<file path="src/rtl/trng_word_packer.sv">
// trng_word_packer: packs qualified random bits into WORD_W-bit words behind a small FIFO.
// Optional Von Neumann debiasing is enabled by defining TRNG_VN_DEBIAS_EN.
module trng_word_packer #(
    parameter int WORD_W     = 32,
    parameter int FIFO_DEPTH = 4,
    parameter int MSB_FIRST  = 1
) (
    input  logic                          clk,
    input  logic                          rst,
    input  logic                          bit_in,
    input  logic                          bit_valid,
    input  logic                          flush,
    output logic [WORD_W-1:0]             m_data,
    output logic                          m_valid,
    input  logic                          m_ready,
    output logic [$clog2(FIFO_DEPTH):0]   fifo_level,
    output logic [15:0]                   overflow_cnt,
    output logic [$clog2(WORD_W):0]       bit_count
);
    localparam int AW = $clog2(FIFO_DEPTH);
    localparam int LW = AW + 1;
    localparam int CW = $clog2(WORD_W) + 1;
    localparam logic [CW-1:0] LAST = CW'(WORD_W - 1);
    localparam logic [LW-1:0] FULL = LW'(FIFO_DEPTH);

    logic              acc;
    logic              acc_bit;
    logic [WORD_W-1:0] sr_q, sr_d, sr_sh;
    logic [CW-1:0]     cnt_q, cnt_d;
    logic [AW-1:0]     wr_q, wr_d, rd_q, rd_d;
    logic [LW-1:0]     lvl_q, lvl_d;
    logic [15:0]       ovf_q, ovf_d;
    logic [WORD_W-1:0] mem_q [FIFO_DEPTH];
    logic              push, pop, full, wr_en;

`ifdef TRNG_VN_DEBIAS_EN
    logic half_q, first_q, vn_v_q, vn_b_q;

    // Pair raw samples; a 01/10 pair yields its first bit one cycle after the second sample
    always_ff @(posedge clk or posedge rst) begin
        if (rst) begin
            half_q  <= 1'b0;
            first_q <= 1'b0;
            vn_v_q  <= 1'b0;
            vn_b_q  <= 1'b0;
        end else if (flush) begin
            half_q <= 1'b0;
            vn_v_q <= 1'b0;
        end else begin
            vn_v_q <= bit_valid && half_q && (first_q != bit_in);
            vn_b_q <= first_q;
            if (bit_valid) begin
                half_q <= !half_q;
                if (!half_q) first_q <= bit_in;
            end
        end
    end

    assign acc     = vn_v_q && !flush;
    assign acc_bit = vn_b_q;
`else
    assign acc     = bit_valid && !flush;
    assign acc_bit = bit_in;
`endif

    // Next-state for packer, FIFO pointers, level and overflow counter
    always_comb begin
        sr_sh = (MSB_FIRST != 0) ? {sr_q[WORD_W-2:0], acc_bit} : {acc_bit, sr_q[WORD_W-1:1]};
        push  = acc && (cnt_q == LAST);
        pop   = (lvl_q != '0) && m_ready;
        full  = lvl_q == FULL;
        wr_en = push && (!full || pop);
        sr_d  = (flush || push) ? '0 : acc ? sr_sh : sr_q;
        cnt_d = (flush || push) ? '0 : acc ? cnt_q + CW'(1) : cnt_q;
        wr_d  = wr_en ? wr_q + 1'b1 : wr_q;
        rd_d  = pop ? rd_q + 1'b1 : rd_q;
        lvl_d = lvl_q + LW'(wr_en) - LW'(pop);
        ovf_d = (push && !wr_en && ovf_q != 16'hFFFF) ? ovf_q + 16'd1 : ovf_q;
    end

    // Control registers
    always_ff @(posedge clk or posedge rst) begin
        if (rst) begin
            sr_q  <= '0;
            cnt_q <= '0;
            wr_q  <= '0;
            rd_q  <= '0;
            lvl_q <= '0;
            ovf_q <= '0;
        end else begin
            sr_q  <= sr_d;
            cnt_q <= cnt_d;
            wr_q  <= wr_d;
            rd_q  <= rd_d;
            lvl_q <= lvl_d;
            ovf_q <= ovf_d;
        end
    end

    // Word storage, cleared on reset so the head word reads 0 out of reset
    always_ff @(posedge clk or posedge rst) begin
        if (rst) begin
            for (int i = 0; i < FIFO_DEPTH; i++) mem_q[i] <= '0;
        end else if (wr_en) begin
            mem_q[wr_q] <= sr_sh;
        end
    end

    assign m_data       = mem_q[rd_q];
    assign m_valid      = lvl_q != '0;
    assign fifo_level   = lvl_q;
    assign overflow_cnt = ovf_q;
    assign bit_count    = cnt_q;
endmodule

</file>
<file path="config.mk">
export PLATFORM = sky130hd
export DESIGN_NAME = trng_word_packer
export DESIGN_NICKNAME = d
export VERILOG_FILES = /design/src/rtl/trng_word_packer.sv
export SDC_FILE = /design/constraint.sdc
export NUM_CORES = 1
export LEC_CHECK = 0
export CORE_UTILIZATION = 40
export DETAILED_ROUTE_END_ITERATION = 6
export GPL_TIMING_DRIVEN = 0
export SYNTH_ARGS = -nofsm -noshare
export SYNTH_HDL_FRONTEND = slang
export SYNTH_SLANG_ARGS = --single-unit
export TNS_END_PERCENT = 5
</file>
<file path="constraint.sdc">
create_clock -name clk -period 8.76 [get_ports clk]
set_clock_uncertainty 0.05 [all_clocks]
set_input_delay 1.752 -clock clk [delete_from_list [all_inputs] [get_ports clk]]
set_output_delay 1.752 -clock clk [all_outputs]
set_load 0.02 [all_outputs]
</file>
After elaboration in Yosys (flattened, before gate mapping) --
Cells that the tools add are included.
Word-level totals: output and inout bits 58, bits in registers 188
Cells by class: mux-type cells 10, eq/ne operators 3, add/subtract/negate cells 6, reduce and logical (&&, ||, !) cells 14, bitwise logic cells 2, magnitude comparators 3
Operators by type and width (number):
- 128-bit bitwise mux | 1
- 32-bit two-way mux | 3
- 32-bit binary-select mux with 2-bit select | 1
- 32-bit demux with 2-bit select | 1
- 31-bit two-way mux | 2
- 16-bit by 1-bit adder with 16-bit output, second input constant | 1
- 16-bit inequality test, second input constant | 1
- 6-bit two-way mux | 2
- 1-bit logical AND | 7
- 6-bit by 1-bit adder with 6-bit output, second input constant | 1
- 6-bit by 5-bit equality test with 1-bit output, second input constant | 1
- 3-bit >= comparator, second input constant | 2
- 2-bit NOT with 3-bit output | 2
- 2-bit by 1-bit adder with 2-bit output, second input constant | 2
- 3-bit by 1-bit adder with 3-bit output | 1
- 3-bit equality test, second input constant | 1
- 1-bit logical NOT | 3
- 3-bit by 1-bit < comparator with 1-bit output, second input constant | 1
- 3-bit nonzero test | 1
- 3-bit by 1-bit subtractor with 3-bit output | 1
- 1-bit logical OR | 2
- 2-bit nonzero test | 1

Logic depth before layout (Yosys ltp) --
word-level depth 7, depth in mapped cells 11, mapped depth without buffers 11

Least setup slack after synthesis --
No wires, ideal clock.
path type input to register, from in flush, to reg lvl_q[2], in the netlist fifo_level[2], path slack 4829 ps, setup time 133 ps, arrival 3748 ps, stages 11, data required time 8577 ps, path through clkbuf_8 -> nand4b_1 -> nor3b_2 -> inv_1 -> ha_1 -> inv_1 -> ha_1 -> inv_1 -> fa_1 -> xnor2_1 -> xnor2_1
On the way: word-level cells in the longest chain between the ends 6
Ends and longest elaborated chain:
- from (decl) | RTL line 12 | input logic flush,
- 1-bit logical NOT | RTL line 62 | assign acc = bit_valid && !flush;
- 1-bit logical AND | RTL line 62
- 1-bit logical AND | RTL line 69 | push = acc && (cnt_q == LAST);
- 1-bit logical AND | RTL line 72 | wr_en = push && (!full || pop);
- 3-bit by 1-bit adder with 3-bit output | RTL line 77 | lvl_d = lvl_q + LW'(wr_en) - LW'(pop);
- 3-bit by 1-bit subtractor with 3-bit output | RTL line 77
- via lvl_d[2] | RTL line 31 | logic [LW-1:0] lvl_q, lvl_d;
- to (signal assigned) | RTL line 95 | lvl_q <= lvl_d;
- to (decl) | RTL line 31
The timed path passes the listed nets, and every way through them passes these cells. A chain may end at the register's enable or synchronous reset.

Final worst setup path --
from reg rd_q[0], to out m_data[19]
On the way: word-level cells in the longest chain between the ends 4
Ends and longest elaborated chain:
- from (decl) | RTL line 30 | logic [AW-1:0] wr_q, wr_d, rd_q, rd_d;
- from (signal assigned) | RTL line 94 | rd_q <= rd_d;
- 2-bit NOT with 3-bit output (implied by the code) | RTL line 109 | assign m_data = mem_q[rd_q];
- 32-bit binary-select mux with 2-bit select | RTL line 109
- 32-bit two-way mux (implied by the code) (2 in series) | RTL line 109
- to (decl) | RTL line 13 | output logic [WORD_W-1:0] m_data,
Every way passes these cells. The select of a mux whose other input is x is not followed.

==> summary.md <==
| Metric | Value |
|---|---|
| Layout Area Growth over Synthesis | `19.3%` |
| DRT Wirelength | `16600 um` |
| Final hold violations | `0` |
| Die height | `144 um` |
| Critical path class | `reg -> out` |
| Slowest CP cell | `buf_1` |
| Die X-Extent | `144 um` |
| Max stage delay on crit path | `770 ps` |
| Distinct cells, synth | `38` |
| Largest net degree at the start of global routing | `123` |
| Worst Path Arrival | `3210 ps` |
| Worst slew pin tran | `937 ps` |
| Via count | `4679` |
| Core area | `19700 um2` |
| Largest delay share family, worst path | `buffers and inverters` |
| Maximum fanout along the worst path | `10` |
| Boundary Pins | `64` |
| Buf+Inv Stages, Crit Path | `3` |
| Min-Delay Path Class | `reg -> reg` |
| Fin area | `9640 um2` |
| Average wire per cell in the routed design | `18.9 um` |
| Buffers on Ports | `61` |
| Synthesized area | `8080 um2` |
| Post-CTS setup repair buffer count | `0` |
| Cells after Synth | `520` |
| Number of flops mapped to enable cells by yosys | `0` |
| Most frequent cells in the layout | `188 x dfrtp_1, 131 x mux2_2, 61 x clkdlybuf4s50_1, 32 x mux4_2, 30 x a22o_1` |
| Max VDD drop | `0.135 mV` |
| Power density cells | `173 nW/um2` |
| Post-synthesis sequential area ratio | `58.2%` |
| Row count | `51` |
| Vias in the first global route | `5135` |
| Gp weighted congestion | `0.756` |
| Pins over their slew limit | `0` |
| CTS clock-pin slew for the worst setup and hold paths | `70 ps` |
| Total gr overflow | `0` |
| Main combinational cell family by area after synthesis | `multiplexers` |
| Starting Density | `41.1%` |
| Yosys top cell by area | `dfrtp_1` |
| Pre-CTS WS | `4090 ps` |
| # diodes | `0` |
| Clock Sinks | `188` |
| Multiplexer share of the synthesized area | `27.4%` |
| PnR worst setup slack | `3750 ps` |
| Overall Global Routing Usage | `17.9%` |
| Depth of the CTS H-tree | `4` |
| Tot Pwr | `1670 uW` |
| Hold Buf Count CTS | `0` |
| Number of antenna violations at the first check in global routing | `0` |
| Main flop type after synthesis | `dfrtp_1` |
| Min Tclk post-route | `5010 ps` |
| DRC viols | `0` |
| Drt first pass iters | `4` |
| Mean Syn Cell Area | `15.5 um2` |
| Async S/R FF share, synth | `100%` |
| Layout cells sized above 1 | `35.4%` |
| Fin nets | `616` |
| Warnings, synthesis | `0` |
| Outcome | `completed` |
| Post-detail-place hpwl | `10800 um` |
| Area post-placement | `9060 um2` |
| Finished Layout Cells | `878` |
| RSZ-0062 raised after global routing | `no` |
| Clk buf depth | `2` |
| Simple-Gate Fraction of Synth Area | `3.65%` |
| CTS resizes | `0` |
| CTS Root Cell | `clkbuf_16` |
| Net Count, Synth | `535` |
| Synth Area in Compound Gates | `4.57%` |
| Highest clock rate | `0.200 GHz` |
| Crit end category | `primary output` |
| Clk Latency, worst-skew pair | `430 ps` |
| Post-Synth Adder-Cell Area | `1.49%` |
| Die area | `20800 um2` |
| Lkg Pwr | `0.00456 uW` |
| Post-placement cell count | `847` |
| Vias/cell | `5.33` |
| Most common cell after layout, fill and taps aside | `dfrtp_1` |
| Seq cells post-synth | `188` |
| Global-route wire length before repair | `27600 um` |
| Top post-synthesis cells by area | `dfrtp_1 58%, mux2_2 18%, mux4_2 8.9%` |
| CTS buffer count | `17` |
| Final setup fails | `0` |
| 1st-iter DRT viols | `219` |
| Max_cap viols | `0` |
| Worst slew margin | `37.6%` |
| Post-synthesis xor/xnor area fraction | `2.28%` |
| Tcrit/Tclk final | `57.2%` |
| CTS tree | `built` |
| Worst setup SP type | `register` |
| Crit path cell chain | `clkbuf_1 -> buf_1 -> mux4_2 -> clkdlybuf4s50_1` |
| Crit path required time | `6960 ps` |
| Top cell type's share of synthesized area | `58.2%` |
| Antenna viol nets, final | `0` |
state kept, by name, summed over array words and instances (netlist names):
signal and cells:
bit_count 6, fifo_level 3, sr_q 31, overflow_cnt 16
mem_q 128, rd_q 2, wr_q 2
area by class of cell:
class / instances / area, um2
clock inverter: 12 / 139
clock buffer: 19 / 443
tap: 265 / 332
multi-input combinational: 291 / 3180
sequential: 188 / 4700
timing repair buffer: 62 / 638
fill: 1743 / 10000
inverter: 10 / 45.0
buffer: 31 / 153
metal layers:
layer	vias up	global-route usage, %	share of wire [%]	routed length (um)
met2	71	29.8	51	8460
met1	2500	23.0	45	7460
met5	-	0	0	0
met4	0	6.05	0.96	159
li1	2095	-	-	-
met3	13	3.97	3.0	498
logic make-up (layout without fill, tap and decap cells):
logic type | count (synthesis) | count (layout)
xor+xnor | 21 | 21
buf+inv | 41 | 134
compound gates | 45 | 45
flops | 188 | 188
fa+ha+maj | 9 | 9
simple gates | 51 | 51
mux | 165 | 165
cells in the mapped netlist (2+ instances only):
cell,n
o21ai_0,2
mux2i_1,2
a21oi_1,3
clkbuf_8,2
clkbuf_1,13
mux4_2,32
or3_2,2
nor3_1,4
a22o_1,30
nor2_1,6
nand3_1,6
mux2_2,131
buf_1,3
or4_1,2
xnor2_1,6
a211oi_1,7
nand2_1,14
inv_1,10
dfrtp_1,188
nor4_1,2
xor2_1,15
nand4b_1,2
nand4_1,4
ha_1,8
buf_2,13
through the flow:
step                TNS [ps]  utilization, %  hold WS (ps)
finish                     0            49.0           451
global route               0            49.0           461
CTS                        0            49.0           455
detailed placement         0            46.1           439
global placement      -56880            45.9           431
floorplan                  0               -           424
worst paths after layout:
check | from | slack [ps] | depth (start not counted) | endpoint
max | rd_q[0] | 3750 | 4 | m_data[19]
min reg2reg | mem_q[21] | 450 | 1 | mem_q[21]
min | mem_q[21] | 450 | 1 | mem_q[21]
max in group asynchronous | rst | 5990 | 3 | mem_q[116]
max reg2reg | bit_count[0] | 5870 | 11 | fifo_level[2]
min in group asynchronous | rst | 1710 | 2 | bit_count[4]
power by group:
group / total (uW) / internal [uW] / switching (uW)
registers: 871 / 869 / 1.99
logic: 33.7 / 7.55 / 26.2
clock network: 766 / 430 / 336
No activity file was read; power rests on OpenSTA's default activity.
